===== src/rtl/nx_sched_pkg.sv =====
// Shared types and defaults for the nx_token_sched mesh cycle scheduler.
package nx_sched_pkg;

    typedef enum logic [1:0] {
        StStopped,
        StBlank,
        StWaitQuiet,
        StTrigger
    } nx_sched_state_t;

    localparam int unsigned IdleSettleDefault  = 4;
    localparam int unsigned BlankCyclesDefault = 2;

    function automatic int unsigned nx_ptr_width(int unsigned columns);
        return (columns > 1) ? $clog2(columns) : 1;
    endfunction

endpackage


===== src/rtl/nx_rr_arbiter.sv =====
// Combinational round-robin pick: first requester at or after ptr_i, wrapping.
module nx_rr_arbiter
    import nx_sched_pkg::*;
#(
    parameter int unsigned COLUMNS = 3,
    parameter int unsigned PtrW    = nx_ptr_width(COLUMNS)
) (
    input  logic [COLUMNS-1:0] req_i,
    input  logic [PtrW-1:0]    ptr_i,
    input  logic               en_i,
    output logic [COLUMNS-1:0] grant_o,
    output logic [PtrW-1:0]    next_ptr_o
);

    always_comb begin
        int idx;
        idx        = 0;
        grant_o    = '0;
        next_ptr_o = ptr_i;
        if (en_i) begin
            // Walk offsets from farthest to nearest so the nearest requester wins.
            for (int off = int'(COLUMNS) - 1; off >= 0; off--) begin
                idx = (int'(ptr_i) + off) % int'(COLUMNS);
                if (req_i[PtrW'(idx)]) begin
                    grant_o             = '0;
                    grant_o[PtrW'(idx)] = 1'b1;
                    next_ptr_o          = (idx == int'(COLUMNS) - 1) ? '0 : PtrW'(idx + 1);
                end
            end
        end
    end

endmodule


===== src/rtl/nx_token_sched.sv =====
// Mesh cycle sequencer and outbound-token arbiter.
// Optional grant-hold timeout is built when NX_TOKEN_TIMEOUT_EN is defined.
module nx_token_sched
    import nx_sched_pkg::*;
#(
    parameter int unsigned COLUMNS      = 3,
    parameter int unsigned IDLE_SETTLE  = IdleSettleDefault,
    parameter int unsigned BLANK_CYCLES = BlankCyclesDefault,
    parameter int unsigned CYCLE_WIDTH  = 32,
    parameter int unsigned TIMEOUT      = 255
) (
    input  logic                   clk_i,
    input  logic                   rst_ni,
    input  logic                   enable_i,
    input  logic [CYCLE_WIDTH-1:0] cycle_limit_i,
    input  logic                   mesh_idle_i,
    output logic                   trigger_o,
    input  logic [COLUMNS-1:0]     token_req_i,
    output logic [COLUMNS-1:0]     token_grant_o,
    input  logic [COLUMNS-1:0]     token_release_i,
    output logic [CYCLE_WIDTH-1:0] cycle_count_o,
    output logic                   active_o,
    output logic                   idle_o,
    output logic                   timeout_o
);

    localparam int unsigned PtrW    = nx_ptr_width(COLUMNS);
    localparam int unsigned SettleW = $clog2(IDLE_SETTLE + 1);
    localparam int unsigned BlankW  = $clog2(BLANK_CYCLES + 1);

    nx_sched_state_t        state_q, state_d;
    logic [COLUMNS-1:0]     grant_q, grant_d;
    logic [PtrW-1:0]        ptr_q, ptr_d;
    logic [BlankW-1:0]      blank_q, blank_d;
    logic [SettleW-1:0]     settle_q, settle_d;
    logic [CYCLE_WIDTH-1:0] count_q, count_d;

    logic [COLUMNS-1:0] arb_grant;
    logic [PtrW-1:0]    arb_next_ptr;
    logic               arb_en, release_hit, hold_expired, grant_drop, busy_next, quiet;

    assign release_hit = |(token_release_i & grant_q);
    assign grant_drop  = release_hit | hold_expired;
    assign busy_next   = (grant_q != '0) && !grant_drop;
    assign quiet       = (token_req_i == '0) && (grant_q == '0) && mesh_idle_i;
    assign arb_en      = enable_i && (grant_q == '0) &&
                         ((state_q == StBlank) || (state_q == StWaitQuiet));

    nx_rr_arbiter #(
        .COLUMNS (COLUMNS),
        .PtrW    (PtrW)
    ) u_arb (
        .req_i      (token_req_i),
        .ptr_i      (ptr_q),
        .en_i       (arb_en),
        .grant_o    (arb_grant),
        .next_ptr_o (arb_next_ptr)
    );

`ifdef NX_TOKEN_TIMEOUT_EN
    localparam int unsigned HoldW = $clog2(TIMEOUT + 1);

    logic [HoldW-1:0] hold_q, hold_d;
    logic             timeout_q, timeout_d;

    assign hold_expired = (grant_q != '0) && (hold_q == HoldW'(TIMEOUT - 1));

    always_comb begin
        hold_d    = '0;
        timeout_d = timeout_q | hold_expired;
        if ((grant_q != '0) && !release_hit && !hold_expired) begin
            hold_d = hold_q + HoldW'(1);
        end
    end

    always_ff @(posedge clk_i) begin
        if (!rst_ni) begin
            hold_q    <= '0;
            timeout_q <= 1'b0;
        end else begin
            hold_q    <= hold_d;
            timeout_q <= timeout_d;
        end
    end

    assign timeout_o = timeout_q;
`else
    assign hold_expired = 1'b0;
    assign timeout_o    = 1'b0;
`endif

    always_comb begin
        state_d  = state_q;
        grant_d  = grant_q;
        ptr_d    = ptr_q;
        blank_d  = blank_q;
        settle_d = '0;
        count_d  = count_q;

        if (grant_q != '0) begin
            if (grant_drop) grant_d = '0;
        end else if (arb_en) begin
            grant_d = arb_grant;
            ptr_d   = arb_next_ptr;
        end

        unique case (state_q)
            StStopped: begin
                blank_d = '0;
                if (enable_i && ((cycle_limit_i == '0) || (count_q < cycle_limit_i))) begin
                    state_d = StBlank;
                end
            end
            StBlank: begin
                // With enable low we only drain the outstanding grant.
                if (!enable_i) begin
                    if (!busy_next) state_d = StStopped;
                end else if (blank_q == BlankW'(BLANK_CYCLES - 1)) begin
                    blank_d = '0;
                    state_d = StWaitQuiet;
                end else begin
                    blank_d = blank_q + BlankW'(1);
                end
            end
            StWaitQuiet: begin
                if (!enable_i) begin
                    if (!busy_next) state_d = StStopped;
                end else if (quiet) begin
                    if (settle_q == SettleW'(IDLE_SETTLE - 1)) begin
                        state_d = StTrigger;
                    end else begin
                        settle_d = settle_q + SettleW'(1);
                    end
                end
            end
            StTrigger: begin
                count_d = count_q + CYCLE_WIDTH'(1);
                if (!enable_i || ((cycle_limit_i != '0) && (count_d == cycle_limit_i))) begin
                    state_d = StStopped;
                end else begin
                    state_d = StBlank;
                end
            end
            default: state_d = StStopped;
        endcase
    end

    always_ff @(posedge clk_i) begin
        if (!rst_ni) begin
            state_q  <= StStopped;
            grant_q  <= '0;
            ptr_q    <= '0;
            blank_q  <= '0;
            settle_q <= '0;
            count_q  <= '0;
        end else begin
            state_q  <= state_d;
            grant_q  <= grant_d;
            ptr_q    <= ptr_d;
            blank_q  <= blank_d;
            settle_q <= settle_d;
            count_q  <= count_d;
        end
    end

    assign trigger_o     = (state_q == StTrigger);
    assign token_grant_o = grant_q;
    assign cycle_count_o = count_q;
    assign active_o      = (state_q != StStopped);
    assign idle_o        = (state_q == StWaitQuiet) && (settle_q != '0);

endmodule


===== config.mk =====
export PLATFORM = sky130hd
export DESIGN_NAME = nx_token_sched
export DESIGN_NICKNAME = d
export VERILOG_FILES = /design/src/rtl/nx_sched_pkg.sv /design/src/rtl/nx_rr_arbiter.sv /design/src/rtl/nx_token_sched.sv
export SDC_FILE = /design/constraint.sdc
export NUM_CORES = 1
export LEC_CHECK = 0
export CELL_PAD_IN_SITES_DETAIL_PLACEMENT = 0
export CELL_PAD_IN_SITES_GLOBAL_PLACEMENT = 1
export CORE_MARGIN = 5
export CORE_UTILIZATION = 25
export CTS_CLUSTER_DIAMETER = 150
export DETAILED_ROUTE_END_ITERATION = 16
export MAX_ROUTING_LAYER = met4
export PLACE_DENSITY_LB_ADDON = 0.15
export REMOVE_ABC_BUFFERS = 1
export SKIP_CTS_REPAIR_TIMING = 1
export SLEW_MARGIN = 20
export SYNTH_ARGS = -nofsm -noshare
export SYNTH_HDL_FRONTEND = slang
export SYNTH_SLANG_ARGS = --single-unit

===== constraint.sdc =====
create_clock -name clk_i -period 2.6 [get_ports clk_i]
set_clock_uncertainty 0.2 [all_clocks]
set_input_delay 0.52 -clock clk_i [delete_from_list [all_inputs] [get_ports clk_i]]
set_output_delay 0.52 -clock clk_i [all_outputs]
set_load 0.005 [all_outputs]

==> impl_metrics.toml <==
[outcome]
outcome = "finished with violations"
violations = "setup timing"

[route]
vias = 4954
wl_per_cell_um = 16.0
avgViaCountPerCell = 4.88
route.detailed.drc = 0
drtAntennaViolNets = 0
drt-total-wl_um = 16300
drtIter0Drc = 264
first_pass_iters = 5

[floorplanning]
fp-row-count = 48
die_h_um = 142
die_x_um = 142
core_um2 = 17200
initial_core_util = 0.253
design.die.area_um2 = 20200
ios = 81

[grt]
grt-busiest-layer = "met2"
antenna_found_initial = 0
grt_max_degree = 17
met3_usage = 0.0228
grt_pass1_vias = 4847
grt_pass1_wl_um = 25300
grt_usage = 0.162
use_met2 = 0.257
met1_usage = 0.219
grt.overflow.total = 0

[worst_setup_path]
reg2reg_depth = 10
cp_max_fo = 7
crit_type = "register to register"
worstSetupStartpointType = "register"
r2r-start = "cycle_count_o[12]"
worst_r2r_endpoint = "state_q[0]"
critical_path_required_ns = 2.58
worstSetupStartpoint = "cycle_count_o[12]"
crit_path_end = "state_q[0]"
end_kind = "register"
r2r_setup_slack_ns = -0.11
arrival_ns = 2.69

[cells_and_area]
fin_nets = 875
n_antenna_cell = 0
layout-drive-gt1-share = 0.261
final_cells = 1015
area_growth_pct = 59.4

[power]
p_sw_uw = 599
power_density_nw_per_um2 = 279
p_clk_frac = 0.331
leakage_nw = 3.11
pwr-share-seq = 0.365
vdd_ir_drop_max_v = 0.000224
combPwrFrac = 0.304
internal_power_mw = 1.34
netSwitchingFraction = 0.309

[synth]
synthesis.area_um2 = 4360
syn_avg_cell_area_um2 = 7.38
ys_dominant_reg_cell = "dfxtp_1"
yosys.cell_types.count = 60
yosys_register_bits = 44
synth_async_sr_flop_share = 0
synth_top_area_share = 0.202
synth.top_cells.by_count = "nor2_1, inv_1, dfxtp_1, ha_1, nand2_1"
yosysMostFrequentCell = "nor2_1"
syn_inst = 591
synth.area.top_cells = "dfxtp_1, ha_1, xnor2_1, xor2_1, nor2_1"
seq_area_frac_synth = 0.202
synth-edff-count = 0
ys_warn_count = 0
yosysTopAreaCell = "dfxtp_1"

[clocking]
clkTransAtPathRegs_ns = 0.07
htree_num_levels = 2
root_buffer = "clkbuf_16"
cts_buffer_depth = 2
clk_latency_ns = 0.30
cts_tree = "built"
cts_buffers = 5
cts_sinks = 44

[sta]
fmax_mhz = 369
finalSetupViolations = 1
finalCritPeriodShare = 1.04
fin_hold_ws_ns = 0.232
setup_slack_ns = -0.112
finalHoldViolCount = 0
rsz0062_at_grt = "true"
period_needed_ns = 2.71
finalMaxSlewViolations = 0

[run]
cap_violations = 0

[min_path]
min_path_type = "register to register"

[placement]
routabilityCongestion = 0.901
io_buffer_count = 79
dp.cells = 1002
place_hpwl_um = 13300
[worst min path at each step]
stage | startpoint | end | slack (ns) | cells past startpoint
final | blank_q[1] | blank_q[1] | 0.23 | 2
after global placement | blank_q[1] | blank_q[1] | 0.22 | 2
after floorplan | blank_q[1] | blank_q[1] | 0.21 | 2
after global routing | blank_q[1] | blank_q[1] | 0.28 | 2
after CTS | blank_q[1] | blank_q[1] | 0.23 | 2
after detailed placement | blank_q[1] | blank_q[1] | 0.22 | 2
[state kept, by name, indices dropped and copies added (netlist names)]
| signal | flops |
|---|---|
| state_q | 2 |
| token_grant_o | 3 |
| settle_q | 3 |
| cycle_count_o | 32 |
| ptr_q | 2 |
| blank_q | 2 |
[metal layers]
metal  wire (um)  part of all wire
met4         218             0.013
met5           0                 0
met1        7830              0.48
met3         639             0.039
met2        7610              0.47
[final cells by class]
cell class              count  area (um2)
clock inverters             3        18.8
multi-input cells         466        3510
flip-flops and latches     44         883
well taps                 225         282
clock buffers               5         125
repair buffers            220        1940
inverters                  52         195
fillers                  1792       10300
[critical path, cell delays in order (launching register included)]
cell     delay, ns
dfxtp_1       0.35
nand3_2       0.12
or4_4         0.61
buf_6         0.17
nor2_4        0.09
buf_4         0.14
nand4_1       0.14
buf_4         0.17
o31ai_1       0.34
buf_4         0.18
a31oi_1       0.07
[metrics by stage]
stage	setup TNS, ns	utilization	worst slack [ns]	total power [mW]	area [um2]
2_1_floorplan	-0.782	-	-0.599	1.01	4230
3_3_place_gp	-1.41	0.367	-0.781	1.28	6320
3_5_place_dp	-1.52	0.367	-0.873	1.29	6320
4_1_cts	-0.904	0.375	-0.566	1.95	6470
5_1_grt	-0.208	0.403	-0.208	2.06	6950
6_report	-0.112	0.403	-0.112	1.94	6950
[cells by family (layout without fill, tap and decap cells)]
kind of cell / count (synthesis) / after routing / synth area share
buffers and inverters: 81 / 280 / 0.0749
XOR/XNOR: 65 / 65 / 0.131
adder cells (fa/ha/maj): 46 / 46 / 0.131
other: 1 / 1 / 0.000860
AND/OR/NAND/NOR: 242 / 242 / 0.288
flip-flops: 44 / 44 / 0.202
AO/OA/AOI/OAI: 101 / 101 / 0.147
multiplexers: 11 / 11 / 0.0252
[power groups by stage]
stage	combinational, mW	sequential (mW)	clock, mW
after CTS	0.570	0.707	0.670
final	0.590	0.707	0.642
after global routing	0.658	0.710	0.697
after floorplan	0.287	0.718	0
after global placement	0.559	0.721	0
after detailed placement	0.565	0.722	0
[cell usage in the layout (no fill, tap or decap), types with 3 or more instances in the layout]
cell type and count:
clkdlybuf4s50_1 48, dfxtp_1 42, and3_1 5, a31oi_1 11
buf_4 136, nor4_4 3, ha_1 36, nand3_2 3
nor4_1 6, ha_4 5, o31ai_1 6, nand4b_1 4
o21ai_0 13, and2_1 3, o21a_1 3, or4_4 4
nor2b_1 4, nor2_1 67, nor3_1 12, dlymetal6s2s_1 31
nand4_1 26, a21oi_2 4, xnor2_1 32, o21ai_1 7
a21oi_1 26, nor4_2 6, a21o_1 6, nand2_1 39
ha_2 3, nand3_1 23, inv_1 50, buf_6 4
or4_1 3, clkbuf_16 5, or3_1 6, xor2_1 31
nand2b_1 4, mux2i_1 11
Note: power is estimated with default switching activity, not from simulation.
